`config.mk`:
```
export PLATFORM = sky130hd
export DESIGN_NAME = pc_ras
export DESIGN_NICKNAME = d
export VERILOG_FILES = /design/src/rtl/pc_pkg.sv /design/src/rtl/ras_stack.sv /design/src/rtl/pc_ras.sv
export SDC_FILE = /design/constraint.sdc
export NUM_CORES = 1
export LEC_CHECK = 0
export BUFFER_PORTS_ARGS = -buffer_cell sky130_fd_sc_hd__clkbuf_2
export CAP_MARGIN = 20
export CORE_MARGIN = 10
export CORE_UTILIZATION = 58
export DETAILED_ROUTE_END_ITERATION = 16
export GPL_ROUTABILITY_DRIVEN = 1
export MAX_ROUTING_LAYER = met4
export PLACE_DENSITY = 0.82
export SLEW_MARGIN = 20
export SYNTH_ARGS = -nofsm -noshare
export SYNTH_HDL_FRONTEND = slang
export SYNTH_SLANG_ARGS = --single-unit
```
`constraint.sdc`:
```
create_clock -name CLK -period 2.85 [get_ports CLK]
set_input_delay 0.285 -clock CLK [delete_from_list [all_inputs] [get_ports CLK]]
set_output_delay 0.285 -clock CLK [all_outputs]
set_load 0.005 [all_outputs]
```
`src/rtl/pc_pkg.sv`:
```
// Shared constants for the program counter and the control FSM that drives it.
package pc_pkg;

   localparam int PC_WIDTH  = 16;
   localparam int RAS_DEPTH = 4;

   // Next-PC source encoding on PCSEL
   localparam logic [1:0] SEL_INC = 2'd0;
   localparam logic [1:0] SEL_REL = 2'd1;
   localparam logic [1:0] SEL_DIR = 2'd2;
   localparam logic [1:0] SEL_RET = 2'd3;

endpackage

```
`src/rtl/ras_stack.sv`:
```
// Return-address stack: circular array with a top pointer and a separate count.
// When full, a push overwrites the oldest entry so the newest DEPTH addresses survive.
module ras_stack #(
   parameter int WIDTH = 16,
   parameter int DEPTH = 4
) (
   input  logic                     CLK,
   input  logic                     RESET,
   input  logic                     PUSH,
   input  logic                     POP,
   input  logic [WIDTH-1:0]         DIN,
   output logic [WIDTH-1:0]         TOP,
   output logic [$clog2(DEPTH):0]   COUNT,
   output logic                     EMPTY,
   output logic                     FULL,
   output logic                     OVF_EV,
   output logic                     UNF_EV
);

   localparam int PW = $clog2(DEPTH);
   localparam int CW = PW + 1;
   localparam logic [CW-1:0] FULL_CNT = CW'(DEPTH);

   logic [WIDTH-1:0] mem [DEPTH];
   logic [PW-1:0]    ptr;
   logic [PW-1:0]    ptr_inc;
   logic [PW-1:0]    ptr_dec;
   logic [CW-1:0]    count;

   assign ptr_inc = ptr + 1'b1;
   assign ptr_dec = ptr - 1'b1;

   always_ff @(posedge CLK) begin
      if (RESET) begin
         ptr   <= '0;
         count <= '0;
      end else if (PUSH) begin
         ptr <= ptr_inc;
         if (count != FULL_CNT) count <= count + 1'b1;
      end else if (POP && (count != '0)) begin
         ptr   <= ptr_dec;
         count <= count - 1'b1;
      end
   end

   // Contents are don't-care after reset, so the array itself is not reset
   always_ff @(posedge CLK) begin
      if (!RESET && PUSH) mem[ptr_inc] <= DIN;
   end

   assign TOP    = mem[ptr];
   assign COUNT  = count;
   assign EMPTY  = (count == '0);
   assign FULL   = (count == FULL_CNT);
   assign OVF_EV = PUSH && FULL;
   assign UNF_EV = POP && EMPTY;

endmodule

```
`src/rtl/pc_ras.sv`:
```
// Program counter with four next-PC sources and an internal return-address stack.
// Calls via PCSEL REL/DIR push PC+1; PCSEL RET pops into the PC.
module pc_ras
   import pc_pkg::*;
#(
   parameter int               WIDTH     = PC_WIDTH,
   parameter int               DEPTH     = RAS_DEPTH,
   parameter logic [WIDTH-1:0] RESET_VEC = '0
) (
   input  logic                     CLK,
   input  logic                     RESET,
   input  logic                     LD,
   input  logic [1:0]               PCSEL,
   input  logic                     CALL,
   input  logic [WIDTH-1:0]         OFFSET,
   input  logic [WIDTH-1:0]         DIRECT,
   input  logic                     CLR_ERR,
   output logic [WIDTH-1:0]         PC_OUT,
   output logic [$clog2(DEPTH):0]   RAS_COUNT,
   output logic                     RAS_EMPTY,
   output logic                     RAS_FULL,
   output logic                     OVF,
   output logic                     UNF
);

   logic [WIDTH-1:0] pc;
   logic [WIDTH-1:0] pc_inc;
   logic [WIDTH-1:0] pc_next;
   logic [WIDTH-1:0] ras_top;
   logic             push;
   logic             pop;
   logic             ovf_ev;
   logic             unf_ev;
   logic             ovf_q;
   logic             unf_q;

   assign pc_inc = pc + 1'b1;
   assign push   = LD && CALL && ((PCSEL == SEL_REL) || (PCSEL == SEL_DIR));
   assign pop    = LD && (PCSEL == SEL_RET);

   ras_stack #(
      .WIDTH (WIDTH),
      .DEPTH (DEPTH)
   ) u_ras (
      .CLK    (CLK),
      .RESET  (RESET),
      .PUSH   (push),
      .POP    (pop),
      .DIN    (pc_inc),
      .TOP    (ras_top),
      .COUNT  (RAS_COUNT),
      .EMPTY  (RAS_EMPTY),
      .FULL   (RAS_FULL),
      .OVF_EV (ovf_ev),
      .UNF_EV (unf_ev)
   );

   // OFFSET is relative to the current PC, not PC+1; a pop from an empty stack holds
   always_comb begin
      pc_next = pc;
      case (PCSEL)
         SEL_INC: pc_next = pc_inc;
         SEL_REL: pc_next = pc + OFFSET;
         SEL_DIR: pc_next = DIRECT;
         SEL_RET: pc_next = RAS_EMPTY ? pc : ras_top;
         default: pc_next = pc;
      endcase
   end

   always_ff @(posedge CLK) begin
      if (RESET) begin
         pc <= RESET_VEC;
      end else if (LD) begin
         pc <= pc_next;
      end
   end

   // Sticky error flags: a new event in the same cycle wins over CLR_ERR
   always_ff @(posedge CLK) begin
      if (RESET) begin
         ovf_q <= 1'b0;
         unf_q <= 1'b0;
      end else begin
         if (ovf_ev)       ovf_q <= 1'b1;
         else if (CLR_ERR) ovf_q <= 1'b0;
         if (unf_ev)       unf_q <= 1'b1;
         else if (CLR_ERR) unf_q <= 1'b0;
      end
   end

   assign PC_OUT = pc;
   assign OVF    = ovf_q;
   assign UNF    = unf_q;

endmodule

```
* After elaboration in Yosys (flattened, before gate mapping)
Memory sizes are Yosys's and may differ from the RTL's. A register that Yosys moved wholly into a read port is not among the register bits. Index checks and enable logic that the tools add are counted.
Word-level totals: output and inout port bits 23, logic and storage cells 50, bits of input ports 39, memories kept 1, bits in registers 23, RAM bits 64
Cells by class: add/subtract/negate cells 6, eq/ne operators 7, reductions and logical operators 17, multiplexer cells 14
Memory list:
- u_ras.mem | depth 4, width 16, rd ports 1, clocked after memory_dff 1, wr ports 1, RTL line ras_stack.sv:24 | logic [WIDTH-1:0] mem [DEPTH];
Operators with widths (count):
- $pmux W16 S4 | 1
- $add A16 B1 Y16 const B | 1
- $add A16 B16 Y16 | 1
- $mux W16 | 1
- $mux W3 | 3
- $mux W2 | 4
- $logic_and A1 B1 Y1 | 7
- $reduce_bool A2 Y1 | 3
- $mux W1 | 5
- $eq A2 B2 Y1 const B | 2
- $ne A2 B2 Y1 const B | 2
- $reduce_and A2 Y1 | 2
- $add A3 B1 Y3 const B | 1
- $eq A3 B3 Y1 const B | 1
- $logic_not A3 Y1 | 1
- $ne A3 B3 Y1 const B | 1
- $reduce_bool A3 Y1 | 1
- $sub A3 B1 Y3 const B | 1
- $add A2 B1 Y2 const B | 1
- $eq A2 B1 Y1 const B | 1
- $logic_not A2 Y1 | 1
- $sub A2 B1 Y2 const B | 1
- $logic_not A1 Y1 | 1
- $logic_or A1 B1 Y1 | 1

* Longest topological paths before layout
word-level depth 7, depth in mapped cells 10, mapped depth without buffers 10

* Modules after synthesis
From an unflattened synthesis, not the netlist that was laid out.
Second synthesis, totals: cells, all modules 416, area total of the unflattened synthesis 4913.5 sq um
Modules (own cells, without submodules):
- ras_stack | instances 1, area an instance 2792.7 sq um, cells an instance 138, sequential area each 2062.0 sq um
- pc_ras | instances 1, area an instance 2120.8 sq um, cells an instance 278, sequential area each 360.3 sq um

* Least setup slack after synthesis
OpenSTA, ideal clock, no wires.
kind register to register, start register pc[0], in the netlist PC_OUT[0], end register pc[12], in the netlist PC_OUT[12], stages on the path, launching flop included 11, path slack 0.598 ns, path buffers 0, setup time 0.086 ns, data arrival time 2.166 ns, clock period less this slack 2.252 ns, required time 2.764 ns, path through dfxtp_1 -> ha_1 -> inv_1 -> fa_1 -> nand2b_1 -> a21oi_1 -> o211ai_1 -> a211oi_1 -> nor3_1 -> nand3b_1 -> a211oi_1
On the way: longest elaborated chain between the ends 2, elaborated cells between the ends (all ways) 3, classes of those cells add/sub: 2; mux: 1
Ends and longest elaborated chain:
- start, declared | RTL line pc_ras.sv:26 | logic [WIDTH-1:0] pc;
- start signal, assigned | RTL line pc_ras.sv:74 | pc <= pc_next;
- $add A16 B16 Y16 / $add A16 B1 Y16 (equally long branches) | RTL line pc_ras.sv:63, pc_ras.sv:37
- $pmux W16 S4 * | RTL line pc_ras.sv:61 | case (PCSEL)
Every way passes the cells marked *; elsewhere a longest branch is shown, timed or not. A chain may end at the register's enable or synchronous reset.

* Worst setup path after layout
Same ends and word-level chain as after synthesis.

==> impl_metrics.json <==
{
  "outcome": "completed",
  "drive_gt1_share_pct": 21.41,
  "fin_area_mm2": 0.005480,
  "avgSynthCellArea_um2": 11.40,
  "critPathArrivalTime_ns": 2.86,
  "nets": 555,
  "path_delay_family": "compound AO/OA/AOI/OAI gates",
  "rsz0062_at_grt": "no",
  "fp.dieH_um": 111.3,
  "wirelength_mm": 11.88,
  "final-setup-viol-count": 0,
  "fin_setup_tns_ns": 0,
  "io_buffers": 61,
  "critPathLaunchType": "register",
  "fp.dieW_um": 111.3,
  "critPathSlowestCell": "dfxtp_1",
  "crit_path_frequent_cell": "a211oi_1",
  "cts.sinks": 89,
  "synth_top_cell_area_share_pct": 39.75,
  "critPathMaxStageDelay_ns": 0.49,
  "drc": 0,
  "hold_class": "input port to register",
  "die-area_mm2": 0.01239,
  "wl_per_cell_um": 19.80,
  "antenna_found_initial": 0,
  "placed_cell_area_mm2": 0.005293,
  "drt_iter0_drc": 408,
  "fin_crit_sh_pct": 91.25,
  "synth_cell_type_count": 57,
  "postCtsSetupBuffers": 0,
  "finalHoldViolCount": 0,
  "ctsLongestPathBuffers": 2,
  "setup_slack_ns": 0.2495,
  "core_mm2": 0.008175,
  "critical_path_buf_inv_count": 1,
  "htreeDepth": 3,
  "cts_resized": 0,
  "insertion_delay_ns": 0.34,
  "path_depth": 10,
  "cts_tree": "done",
  "synth_fp_nets": 489,
  "grt_pass1_wl_mm": 19.31,
  "slew_violations": 0,
  "synth_edf_count": 64,
  "area_delta_synth_final_pct": 13.35,
  "hold_buffers": 0,
  "yosysSeqAreaShare_pct": 50.10,
  "path_clk_slew_ns": 0.08,
  "ios": 62,
  "powerDensity_mw_per_mm2": 530.3,
  "startpoint": "PC_OUT[0]",
  "gp_congestion": 0.9146,
  "numCtsBuffers": 9,
  "clock-root-buffer": "clkbuf_8",
  "start_util_pct": 59.14,
  "synthTopCellsByCount": "edfxtp_1, nand2_1, a21oi_1",
  "critPathMaxFanout": 8,
  "hpwl_mm": 8.882,
  "endpoint": "PC_OUT[12]",
  "diodes": 0,
  "viasPerCell": 6.208,
  "rr_endpoint": "PC_OUT[12]",
  "ant_nets": 0,
  "yosysMostFrequentCell": "edfxtp_1",
  "pre_cts_ws_ns": 0.2797,
  "tightest_slew_ns": 0.7141,
  "max_freq_ghz": 0.3845,
  "yosys_warnings": 0,
  "worstPathCellList": "ha_1, inv_1, fa_1, nand2b_1, a21oi_1, o211ai_1, a211oi_1, nor3_1, nand3b_1, a211oi_1",
  "grt_max_degree": 26,
  "ir_drop_uv": 349.6,
  "first_global_vias": 3738,
  "synth-main-ff-cell": "edfxtp_1",
  "drv_cap": 0,
  "r2r_cells": 10,
  "synth_seq_cells": 89,
  "firstDrtPassIters": 5,
  "critPathRequiredTime_ns": 3.11,
  "grtUsageTotal_pct": 19.47,
  "fin_crit_ns": 2.601,
  "skew_ns": 0.005579,
  "synth_area_leaders": "edfxtp_1, dfxtp_1, ha_1",
  "gr-total-overflow": 0,
  "holdWs_ns": 0.2473,
  "r2r_setup_slack_ns": 0.25,
  "syn_inst": 424,
  "rows": 33,
  "async_flop_share_pct": 0,
  "relSlewSlack_pct": 52.40,
  "synth_top_area_cell": "edfxtp_1",
  "leakagePower_nw": 2.080,
  "via_count": 3725,
  "worst_setup_path_end_kind": "register",
  "r2r_start": "PC_OUT[0]",
  "critPathKind": "register to register",
  "synthesis.area_mm2": 0.004835
}
-- state kept, by name, indices dropped and copies added (netlist names), named ones only --
name / flops
u_ras.COUNT: 3
u_ras.ptr: 2
UNF: 1
u_ras.mem: 64
OVF: 1
PC_OUT: 16
-- worst register-to-register path, stage by stage, from the launching register on --
cell and delay, ns:
dfxtp_1 0.49, ha_1 0.23, inv_1 0.05, fa_1 0.38, nand2b_1 0.18, a21oi_1 0.22, o211ai_1 0.17, a211oi_1 0.33
nor3_1 0.07, nand3b_1 0.17, a211oi_1 0.22
-- area by class of cell --
class / instances / area [um^2]
Clock buffer: 11 / 131.4
Clock inverter: 5 / 56.30
Fill cell: 574 / 2695
Inverter: 20 / 75.07
Multi-Input combinational cell: 297 / 2256
Sequential cell: 89 / 2422
Tap cell: 105 / 131.4
Timing Repair Buffer: 73 / 407.9
-- kinds of logic after synthesis --
logic type,synth area share [%]
AND/OR/NAND/NOR,11.44
multiplexers,7.893
AO/OA/AOI/OAI,15.04
adder cells (fa/ha/maj),7.039
buffers and inverters,3.235
flip-flops,50.10
XOR/XNOR,5.254
-- where the power goes --
part	total (mW)	switching [mW]	internal, mW
combinational	0.576	0.327	0.250
sequential	1.50	0.0634	1.44
clock	0.827	0.420	0.407
-- layout by cell type (no fill, tap or decap), types with 12 or more instances in the layout --
cell,synthesis,final
o21ai_0,17,17
mux4_2,12,12
a211oi_1,13,13
inv_1,19,19
dfxtp_1,25,25
clkbuf_2,0,61
a21oi_1,28,28
ha_1,24,24
xnor2_1,19,19
nor2_1,24,24
nand2_1,37,37
edfxtp_1,64,64
-- layer usage --
| metal | track usage (%) | wire length, um | share of wire [%] |
|---|---|---|---|
| met3 | 4.221 | 1110 | 9.3 |
| met5 | - | 0 | 0 |
| met2 | 30.32 | 5719 | 48 |
| met1 | 24.95 | 4935 | 42 |
| met4 | 5.741 | 113 | 0.95 |
-- worst min-delay path by stage --
stage                          from   endpoint  depth (start not counted)
after floorplan                  LD        UNF                          2
after global placement          UNF        UNF                          2
after detailed placement        UNF        UNF                          2
after CTS                   CLR_ERR        UNF                          4
after global routing      DIRECT[8]  PC_OUT[8]                          3
final                       CLR_ERR        UNF                          4
-- through the flow --
stage | std cells | util, % | total power, mW
after CTS | 600 | 67.03 | 2.906
after floorplan | 424 | - | 1.905
final | 600 | 67.03 | 2.906
after global placement | 584 | 64.74 | 2.081
after detailed placement | 584 | 64.74 | 2.098
after global routing | 600 | 67.03 | 3.045
Note: power is estimated with default switching activity, not from simulation.
